$ cat config.mk
export PLATFORM = sky130hd
export DESIGN_NAME = tetris_move_sched_flat
export DESIGN_NICKNAME = d
export VERILOG_FILES = /design/src/rtl/tetris_pkg.sv /design/src/rtl/tetris_move_sched_if.sv /design/src/rtl/tetris_lock_timer.sv /design/src/rtl/tetris_move_sched.sv /design/src/flat_wrapper.sv
export SDC_FILE = /design/constraint.sdc
export NUM_CORES = 1
export LEC_CHECK = 0
export ABC_CLOCK_PERIOD_IN_PS = 1770
export CORE_MARGIN = 3
export CORE_UTILIZATION = 30
export DETAILED_ROUTE_END_ITERATION = 6
export HOLD_SLACK_MARGIN = 0.03
export PLACE_DENSITY = 0.6
export RECOVER_POWER = 25
export SLEW_MARGIN = 15
export SYNTH_ARGS = -nofsm -noshare
export SYNTH_HDL_FRONTEND = slang
export SYNTH_SLANG_ARGS = --single-unit
$ cat constraint.sdc
create_clock -name clk -period 1.77 [get_ports clk]
set_input_delay 0.177 -clock clk [delete_from_list [all_inputs] [get_ports clk]]
set_output_delay 0.177 -clock clk [all_outputs]
set_load 0.02 [all_outputs]
$ cat src/rtl/tetris_pkg.sv
// Shared types for the falling-piece move scheduler.
//   move_op_t     : operation sent to the collision-check datapath
//   sched_state_t : scheduler FSM state, also exported for debug
//   SRC_*         : bit positions of the per-source pending flags; a higher
//                   index means a higher arbitration priority
//   pick_highest  : one-hot grant of the highest-priority pending flag
//   op_for        : maps a one-hot grant to the move it requests
package tetris_pkg;

  typedef enum logic [1:0] {
    DOWN  = 2'd0,
    LEFT  = 2'd1,
    RIGHT = 2'd2,
    ROT   = 2'd3
  } move_op_t;

  typedef enum logic [1:0] {
    IDLE   = 2'd0,
    REQ    = 2'd1,
    WAIT   = 2'd2,
    RESULT = 2'd3
  } sched_state_t;

  localparam int SRC_RIGHT = 0;
  localparam int SRC_LEFT  = 1;
  localparam int SRC_ROT   = 2;
  localparam int SRC_GRAV  = 3;
  localparam int SRC_DROP  = 4;
  localparam int NUM_SRC   = 5;

  // Ascending scan: the last set bit seen (the highest index) wins.
  function automatic logic [NUM_SRC-1:0] pick_highest(input logic [NUM_SRC-1:0] pend);
    pick_highest = '0;
    for (int i = 0; i < NUM_SRC; i++) begin
      if (pend[i]) begin
        pick_highest    = '0;
        pick_highest[i] = 1'b1;
      end
    end
  endfunction

  // Drop and gravity both move the piece down.
  function automatic move_op_t op_for(input logic [NUM_SRC-1:0] grant);
    if (grant[SRC_ROT])        op_for = ROT;
    else if (grant[SRC_LEFT])  op_for = LEFT;
    else if (grant[SRC_RIGHT]) op_for = RIGHT;
    else                       op_for = DOWN;
  endfunction

endpackage

$ cat src/rtl/tetris_move_sched_if.sv
// Request/result channel between the move scheduler and the collision-check
// datapath.
//   chk_req     : scheduler -> datapath, request pending
//   chk_op      : scheduler -> datapath, move to check
//   chk_ready   : datapath -> scheduler, request accepted this cycle
//   chk_done    : datapath -> scheduler, one-cycle result strobe
//   chk_collide : datapath -> scheduler, move blocked (valid with chk_done)
// Handshake: a request is transferred on the rising edge where chk_req and
// chk_ready are both high; chk_op is held stable while chk_req is high. The
// result is the single later cycle in which chk_done is high; chk_done at
// any other time carries no meaning and is ignored.
interface tetris_move_sched_if;
  import tetris_pkg::*;

  logic     chk_req;
  move_op_t chk_op;
  logic     chk_ready;
  logic     chk_done;
  logic     chk_collide;

  modport master (
    output chk_req, chk_op,
    input  chk_ready, chk_done, chk_collide
  );

  modport slave (
    input  chk_req, chk_op,
    output chk_ready, chk_done, chk_collide
  );
endinterface

$ cat src/rtl/tetris_lock_timer.sv
// Lock-delay counter: counts consecutive blocked gravity moves.
//   clk, reset : clock, synchronous active-high reset
//   inc        : a gravity move was blocked this cycle
//   clr        : a move succeeded, or the piece is gone; restart the count
//   expire     : combinational, high with the inc that reaches LOCK_DELAY
//   count      : current count, for debug visibility
// The count returns to zero on expiry and never wraps.
module tetris_lock_timer #(
  parameter int LOCK_DELAY = 2
) (
  input  logic                              clk,
  input  logic                              reset,
  input  logic                              inc,
  input  logic                              clr,
  output logic                              expire,
  output logic [$clog2(LOCK_DELAY+1)-1:0]   count
);
  localparam int CW = $clog2(LOCK_DELAY+1);
  localparam logic [CW-1:0] LAST = CW'(LOCK_DELAY-1);
  localparam logic [CW-1:0] MAX  = CW'(LOCK_DELAY);

  assign expire = inc && (count == LAST);

  always_ff @(posedge clk) begin
    if (reset || clr) begin
      count <= '0;
    end else if (expire) begin
      count <= '0;
    end else if (inc && (count != MAX)) begin
      count <= count + 1'b1;
    end
  end
endmodule

$ cat src/rtl/tetris_move_sched.sv
// Move scheduler for the active piece. Latches gravity ticks and player
// buttons as pending flags, grants them one at a time by fixed priority
// (drop > gravity > rotate > left > right), runs each move through the
// collision-check datapath and then commits it or advances the lock delay.
//   clk, reset      : clock, synchronous active-high reset
//   piece_active    : game FSM is in FALLING; low flushes everything
//   tick            : gravity pulse
//   btn_left/right/rotate/drop : one-cycle button pulses
//   chk             : request/result channel to the collision datapath
//   commit          : one-cycle pulse, apply the checked move
//   lock            : one-cycle pulse, piece has landed
//   busy            : FSM not in IDLE
//   dbg_state       : current FSM state
//   dbg_lock_cnt    : current lock-delay count
module tetris_move_sched
  import tetris_pkg::*;
#(
  parameter int LOCK_DELAY = 2,
  parameter int ROWS       = 22
) (
  input  logic                              clk,
  input  logic                              reset,
  input  logic                              piece_active,
  input  logic                              tick,
  input  logic                              btn_left,
  input  logic                              btn_right,
  input  logic                              btn_rotate,
  input  logic                              btn_drop,
  tetris_move_sched_if.master               chk,
  output logic                              commit,
  output logic                              lock,
  output logic                              busy,
  output sched_state_t                      dbg_state,
  output logic [$clog2(LOCK_DELAY+1)-1:0]   dbg_lock_cnt
);
  localparam int DW = $clog2(ROWS+1);
  localparam logic [DW-1:0] DROP_LAST = DW'(ROWS-1);

  sched_state_t       state;
  move_op_t           op;
  logic [NUM_SRC-1:0] pend;
  logic [NUM_SRC-1:0] pulse;
  logic [NUM_SRC-1:0] grant;
  logic               drop_active;
  logic               force_lock;
  logic [DW-1:0]      drop_cnt;
  logic               res_valid;
  logic               res_down;
  logic               timer_inc;
  logic               timer_clr;
  logic               timer_expire;

  assign dbg_state  = state;
  assign chk.chk_op = op;

  // Opposite horizontal buttons together cancel each other.
  always_comb begin
    pulse            = '0;
    pulse[SRC_DROP]  = btn_drop;
    pulse[SRC_GRAV]  = tick;
    pulse[SRC_ROT]   = btn_rotate;
    pulse[SRC_LEFT]  = btn_left & ~btn_right;
    pulse[SRC_RIGHT] = btn_right & ~btn_left;
  end

  // No grants outside IDLE; a running hard drop keeps other flags parked.
  assign grant = ((state == IDLE) && !drop_active) ? pick_highest(pend) : '0;

  assign res_valid = (state == WAIT) && chk.chk_done;
  assign res_down  = (op == DOWN);
  assign timer_inc = res_valid && chk.chk_collide && res_down && !drop_active;
  // Any successful move restarts the lock delay, as does a drop landing.
  assign timer_clr = !piece_active ||
                     (res_valid && (!chk.chk_collide || (res_down && drop_active)));

  tetris_lock_timer #(
    .LOCK_DELAY (LOCK_DELAY)
  ) u_lock_timer (
    .clk    (clk),
    .reset  (reset),
    .inc    (timer_inc),
    .clr    (timer_clr),
    .expire (timer_expire),
    .count  (dbg_lock_cnt)
  );

  always_ff @(posedge clk) begin
    if (reset || !piece_active) begin
      state       <= IDLE;
      op          <= DOWN;
      pend        <= '0;
      chk.chk_req <= 1'b0;
      commit      <= 1'b0;
      lock        <= 1'b0;
      busy        <= 1'b0;
      drop_active <= 1'b0;
      force_lock  <= 1'b0;
      drop_cnt    <= '0;
    end else begin
      commit <= 1'b0;
      lock   <= 1'b0;
      // A landed piece discards everything queued for it, including pulses
      // arriving in the lock cycle itself.
      pend <= lock ? '0 : ((pend & ~grant) | pulse);

      case (state)
        IDLE: begin
          if (grant != '0) begin
            state       <= REQ;
            chk.chk_req <= 1'b1;
            busy        <= 1'b1;
            op          <= op_for(grant);
            if (grant[SRC_DROP]) begin
              drop_active <= 1'b1;
              drop_cnt    <= '0;
            end
          end
        end

        REQ: begin
          if (chk.chk_ready) begin
            chk.chk_req <= 1'b0;
            state       <= WAIT;
          end
        end

        WAIT: begin
          // The pulses are decided here so they are registered for RESULT.
          if (chk.chk_done) begin
            state <= RESULT;
            if (!chk.chk_collide) begin
              commit <= 1'b1;
              if (res_down && drop_active) begin
                drop_cnt <= drop_cnt + 1'b1;
                if (drop_cnt == DROP_LAST) force_lock <= 1'b1;
              end
            end else if (res_down) begin
              lock <= drop_active | timer_expire;
            end
          end
        end

        RESULT: begin
          if (force_lock) begin
            // Drop hit the row cap: spend one extra RESULT cycle on the lock
            // so it never coincides with the final commit.
            force_lock <= 1'b0;
            lock       <= 1'b1;
          end else if (lock) begin
            drop_active <= 1'b0;
            state       <= IDLE;
            busy        <= 1'b0;
          end else if (drop_active && commit) begin
            state       <= REQ;
            chk.chk_req <= 1'b1;
            op          <= DOWN;
          end else begin
            state <= IDLE;
            busy  <= 1'b0;
          end
        end

        default: begin
          state <= IDLE;
          busy  <= 1'b0;
        end
      endcase
    end
  end
endmodule

$ cat src/flat_wrapper.sv
// flat-port wrapper written by rule: the top's interface ports become plain ports
module tetris_move_sched_flat import tetris_pkg::*;
#(
  parameter int LOCK_DELAY = 2,
  parameter int ROWS       = 22
)
  (clk, reset, piece_active, tick, btn_left, btn_right, btn_rotate, btn_drop, commit, lock, busy, dbg_state, dbg_lock_cnt, chk_chk_req, chk_chk_op, chk_chk_ready, chk_chk_done, chk_chk_collide);
  tetris_move_sched_if chk_i ();
  input  logic clk;
  input  logic reset;
  input  logic piece_active;
  input  logic tick;
  input  logic btn_left;
  input  logic btn_right;
  input  logic btn_rotate;
  input  logic btn_drop;
  output logic commit;
  output logic lock;
  output logic busy;
  output sched_state_t dbg_state;
  output logic [$clog2(LOCK_DELAY+1)-1:0] dbg_lock_cnt;
  output wire logic [$bits(chk_i.chk_req)-1:0] chk_chk_req;
  output wire logic [$bits(chk_i.chk_op)-1:0] chk_chk_op;
  input wire logic [$bits(chk_i.chk_ready)-1:0] chk_chk_ready;
  input wire logic [$bits(chk_i.chk_done)-1:0] chk_chk_done;
  input wire logic [$bits(chk_i.chk_collide)-1:0] chk_chk_collide;
  assign chk_chk_req = chk_i.chk_req;
  assign chk_chk_op = chk_i.chk_op;
  assign chk_i.chk_ready = chk_chk_ready;
  assign chk_i.chk_done = chk_chk_done;
  assign chk_i.chk_collide = chk_chk_collide;
  tetris_move_sched #(.LOCK_DELAY(LOCK_DELAY), .ROWS(ROWS)) u_core (.clk(clk), .reset(reset), .piece_active(piece_active), .tick(tick), .btn_left(btn_left), .btn_right(btn_right), .btn_rotate(btn_rotate), .btn_drop(btn_drop), .chk(chk_i), .commit(commit), .lock(lock), .busy(busy), .dbg_state(dbg_state), .dbg_lock_cnt(dbg_lock_cnt));
endmodule
==> results.ini <==
[timing]
slew_headroom_pct = 80.4
period_share_pct = 94.3
max_freq_mhz = 599
rsz0062_at_grt = yes
setup_viol = 0
final-max-slew-violation-count = 0
hold_viol = 0
tightestPinTransition_ns = 0.293
skew_ns = 0.00265
min_period_ns = 1.67
finalSetupTns_ns = 0

[worst_setup_path]
critPathTopFamily = compound AO/OA/AOI/OAI gates
cp_num_buf_inv = 1
cp_max_fo = 8
crit_slowest_cell = dfxtp_2
crit_type = flip-flop to flip-flop
reg2reg_depth = 6
critPathArrivalTime_ns = 1.84
cp-end-kind = flip-flop
rr_endpoint = u_core.dbg_state[0]$_SDFFE_PP0P_
endpoint = u_core.dbg_state[0]$_SDFFE_PP0P_
crit_start = u_core.dbg_state[1]$_SDFFE_PP0P_
r2r-start = u_core.dbg_state[1]$_SDFFE_PP0P_
slowest_delay_ns = 0.38
crit_required_ns = 1.94
path_depth = 6
ff2ff_setup_slack_ns = 0.10
cp-start-kind = flip-flop
crit_chain = inv_1 -> ha_4 -> a22o_1 -> nor3_4 -> o211ai_1 -> a211oi_1

[status]
status = finished clean

[die]
coreArea_um2 = 3850
num_io_pins = 21
die_w_um = 70.8
start_util_pct = 32.7
die_h_um = 70.8
num_rows = 22
die_area_um2 = 5010

[power_and_ir_drop]
combPwrFrac_pct = 18.9
p_switching_uw = 282
power.density_nw_per_um2 = 642
power_frac_seq_pct = 47.8
leakage_nw = 0.639
power_frac_clock_pct = 33.2
p_sw_share_pct = 25.8
peakVddDrop_uv = 292
p_int_uw = 812

[grt]
grt_pass1_wl_um = 5400
grt_pass1_vias = 1196
grt-ovfl-total = 0
grt_use_total_pct = 12.8
antenna_found_initial = 0
grt_max_degree = 14

[logic_synthesis]
synth_edf_count = 0
synth_nets = 165
ys_warn_count = 0
synth-seq-cells = 22
synth_cells = 145
synthTopCellsByArea = dfxtp_1 35%, ha_1 8.9%, a21oi_1 6.0%
synthArstFlopShare_pct = 0
synth_top_area_share_pct = 35.0
synthDistinctLibCells = 45
synth_seq_area_share_pct = 35.0
synth.avg_cell_area_um2 = 8.68
ys.flop_type = dfxtp_1
synth_area_leader_cell = dfxtp_1
netlist_area_um2 = 1260

[placed_design]
hpwl_um = 2340
portBuffers = 20
place_inst = 224
gp_congestion = 0.799

[cells_and_area]
final_cell_mix = 20 x clkdlybuf4s50_1, 20 x dfxtp_1, 15 x a21oi_1, 15 x nor2_1, 15 x buf_4
fillCellCount = 381
final_core_util_pct = 44.2
area_growth_pct = 35.4
layoutNonFillerInstCount = 228
diodes = 0
nets = 201
drive_above_1_share_pct = 17.8

[clock_network]
cts_sinks = 22
cts_hold_buffers = 0
cts_tree = built
cts_root_buf = clkbuf_8
clock_latency_ns = 0.26
ctsHtreeMaxLevel = 1
clkTransAtPathRegs_ns = 0.08
numCtsBuffers = 3
cts.path.max_buffers = 2
cts_resized = 2
postCtsSetupRepairBufs = 0

[drt]
drc = 0
drtIter0Drc = 66
antenna_left = 0
dr.pass1.iters = 4
wire_per_inst_um = 13.3
via_per_inst = 5.11
via_count = 1166
wl_um = 3030

[job]
cap_violations = 0

[hold_path]
hold_class = input pin to flip-flop
hold_path_startpoint = tick

registers in the layout, indices dropped and copies added, names as in the netlist:
register and count:
u_core.busy 1, u_core.chk.chk_op 2, u_core.chk.chk_req 1, u_core.commit 1
u_core.dbg_state 2, u_core.drop_active 1, u_core.drop_cnt 5, u_core.force_lock 1
u_core.lock 1, u_core.pend 5, u_core.u_lock_timer.count 2
tightest hold or removal path, cell delays in order:
cell and delay [ns]:
clkdlybuf4s50_1 0.40, inv_1 0.05, a21oi_1 0.05
power groups by stage:
stage,Clock [mW],Combinational [mW],Sequential [mW]
3_3_place_gp,0,0.194,0.534
6_report,0.363,0.207,0.523
3_5_place_dp,0,0.196,0.534
2_1_floorplan,0,0.104,0.541
4_1_cts,0.375,0.199,0.523
5_1_grt,0.394,0.229,0.527
cell families after synthesis:
group | Yosys count | share of synthesized area, %
flip-flops | 22 | 35.0
AND/OR/NAND/NOR | 57 | 26.0
multiplexers | 3 | 2.49
XOR/XNOR | 1 | 0.696
buffers and inverters | 13 | 4.57
adder cells (fa/ha/maj) | 9 | 8.95
AO/OA/AOI/OAI | 40 | 22.3
metal layers:
| metal | routed length [um] | vias up | global-route usage (%) |
|---|---|---|---|
| met5 | 0 | - | 0 |
| met4 | 18 | 0 | 3.34 |
| met3 | 83 | 2 | 2.27 |
| met2 | 1360 | 16 | 20.6 |
| met1 | 1570 | 544 | 17.6 |
| li1 | - | 604 | - |
synthesized netlist by cell type (3+ instances only):
| cell type | n |
|---|---|
| nand3_1 | 3 |
| nand2b_1 | 4 |
| inv_1 | 9 |
| a21oi_1 | 15 |
| ha_1 | 9 |
| a211oi_1 | 3 |
| nand2_1 | 7 |
| dfxtp_1 | 22 |
| o211ai_1 | 3 |
| nor2b_1 | 3 |
| or4b_1 | 3 |
| and2_1 | 3 |
| nor2_1 | 16 |
| o31ai_1 | 3 |
how the worst min path moves through the flow:
stage          slack, ns                              end  depth (start not counted)
2_1_floorplan       0.25         u_core.commit$_SDFF_PP0_                          1
3_3_place_gp        0.48  u_core.drop_cnt[4]$_SDFFE_PP0P_                          2
3_5_place_dp        0.50         u_core.busy$_SDFFE_PP0P_                          2
4_1_cts             0.46        u_core.pend[3]$_SDFF_PP0_                          3
5_1_grt             0.50        u_core.pend[3]$_SDFF_PP0_                          3
6_report            0.46        u_core.pend[3]$_SDFF_PP0_                          3
metrics by stage:
step	instance area (um2)	setup slack [ns]	hold slack, ns	power, mW
5_1_grt	1700	0.00135	0.496	1.15
3_3_place_gp	1610	0.0174	0.483	0.727
2_1_floorplan	1260	0.00155	0.253	0.645
6_report	1700	0.100	0.459	1.09
4_1_cts	1680	0.0570	0.463	1.10
3_5_place_dp	1610	-0.0122	0.499	0.730
final cells by class:
class,instances,area [um2],share of cell area [%]
timing repair buffer,35,313,18.4
multi-input combinational,110,800,46.9
inverter,9,33.8,1.98
clock buffer,4,55.1,3.23
tap,48,60.1,3.52
sequential,22,443,26.0
(Power assumes the default switching activity.)
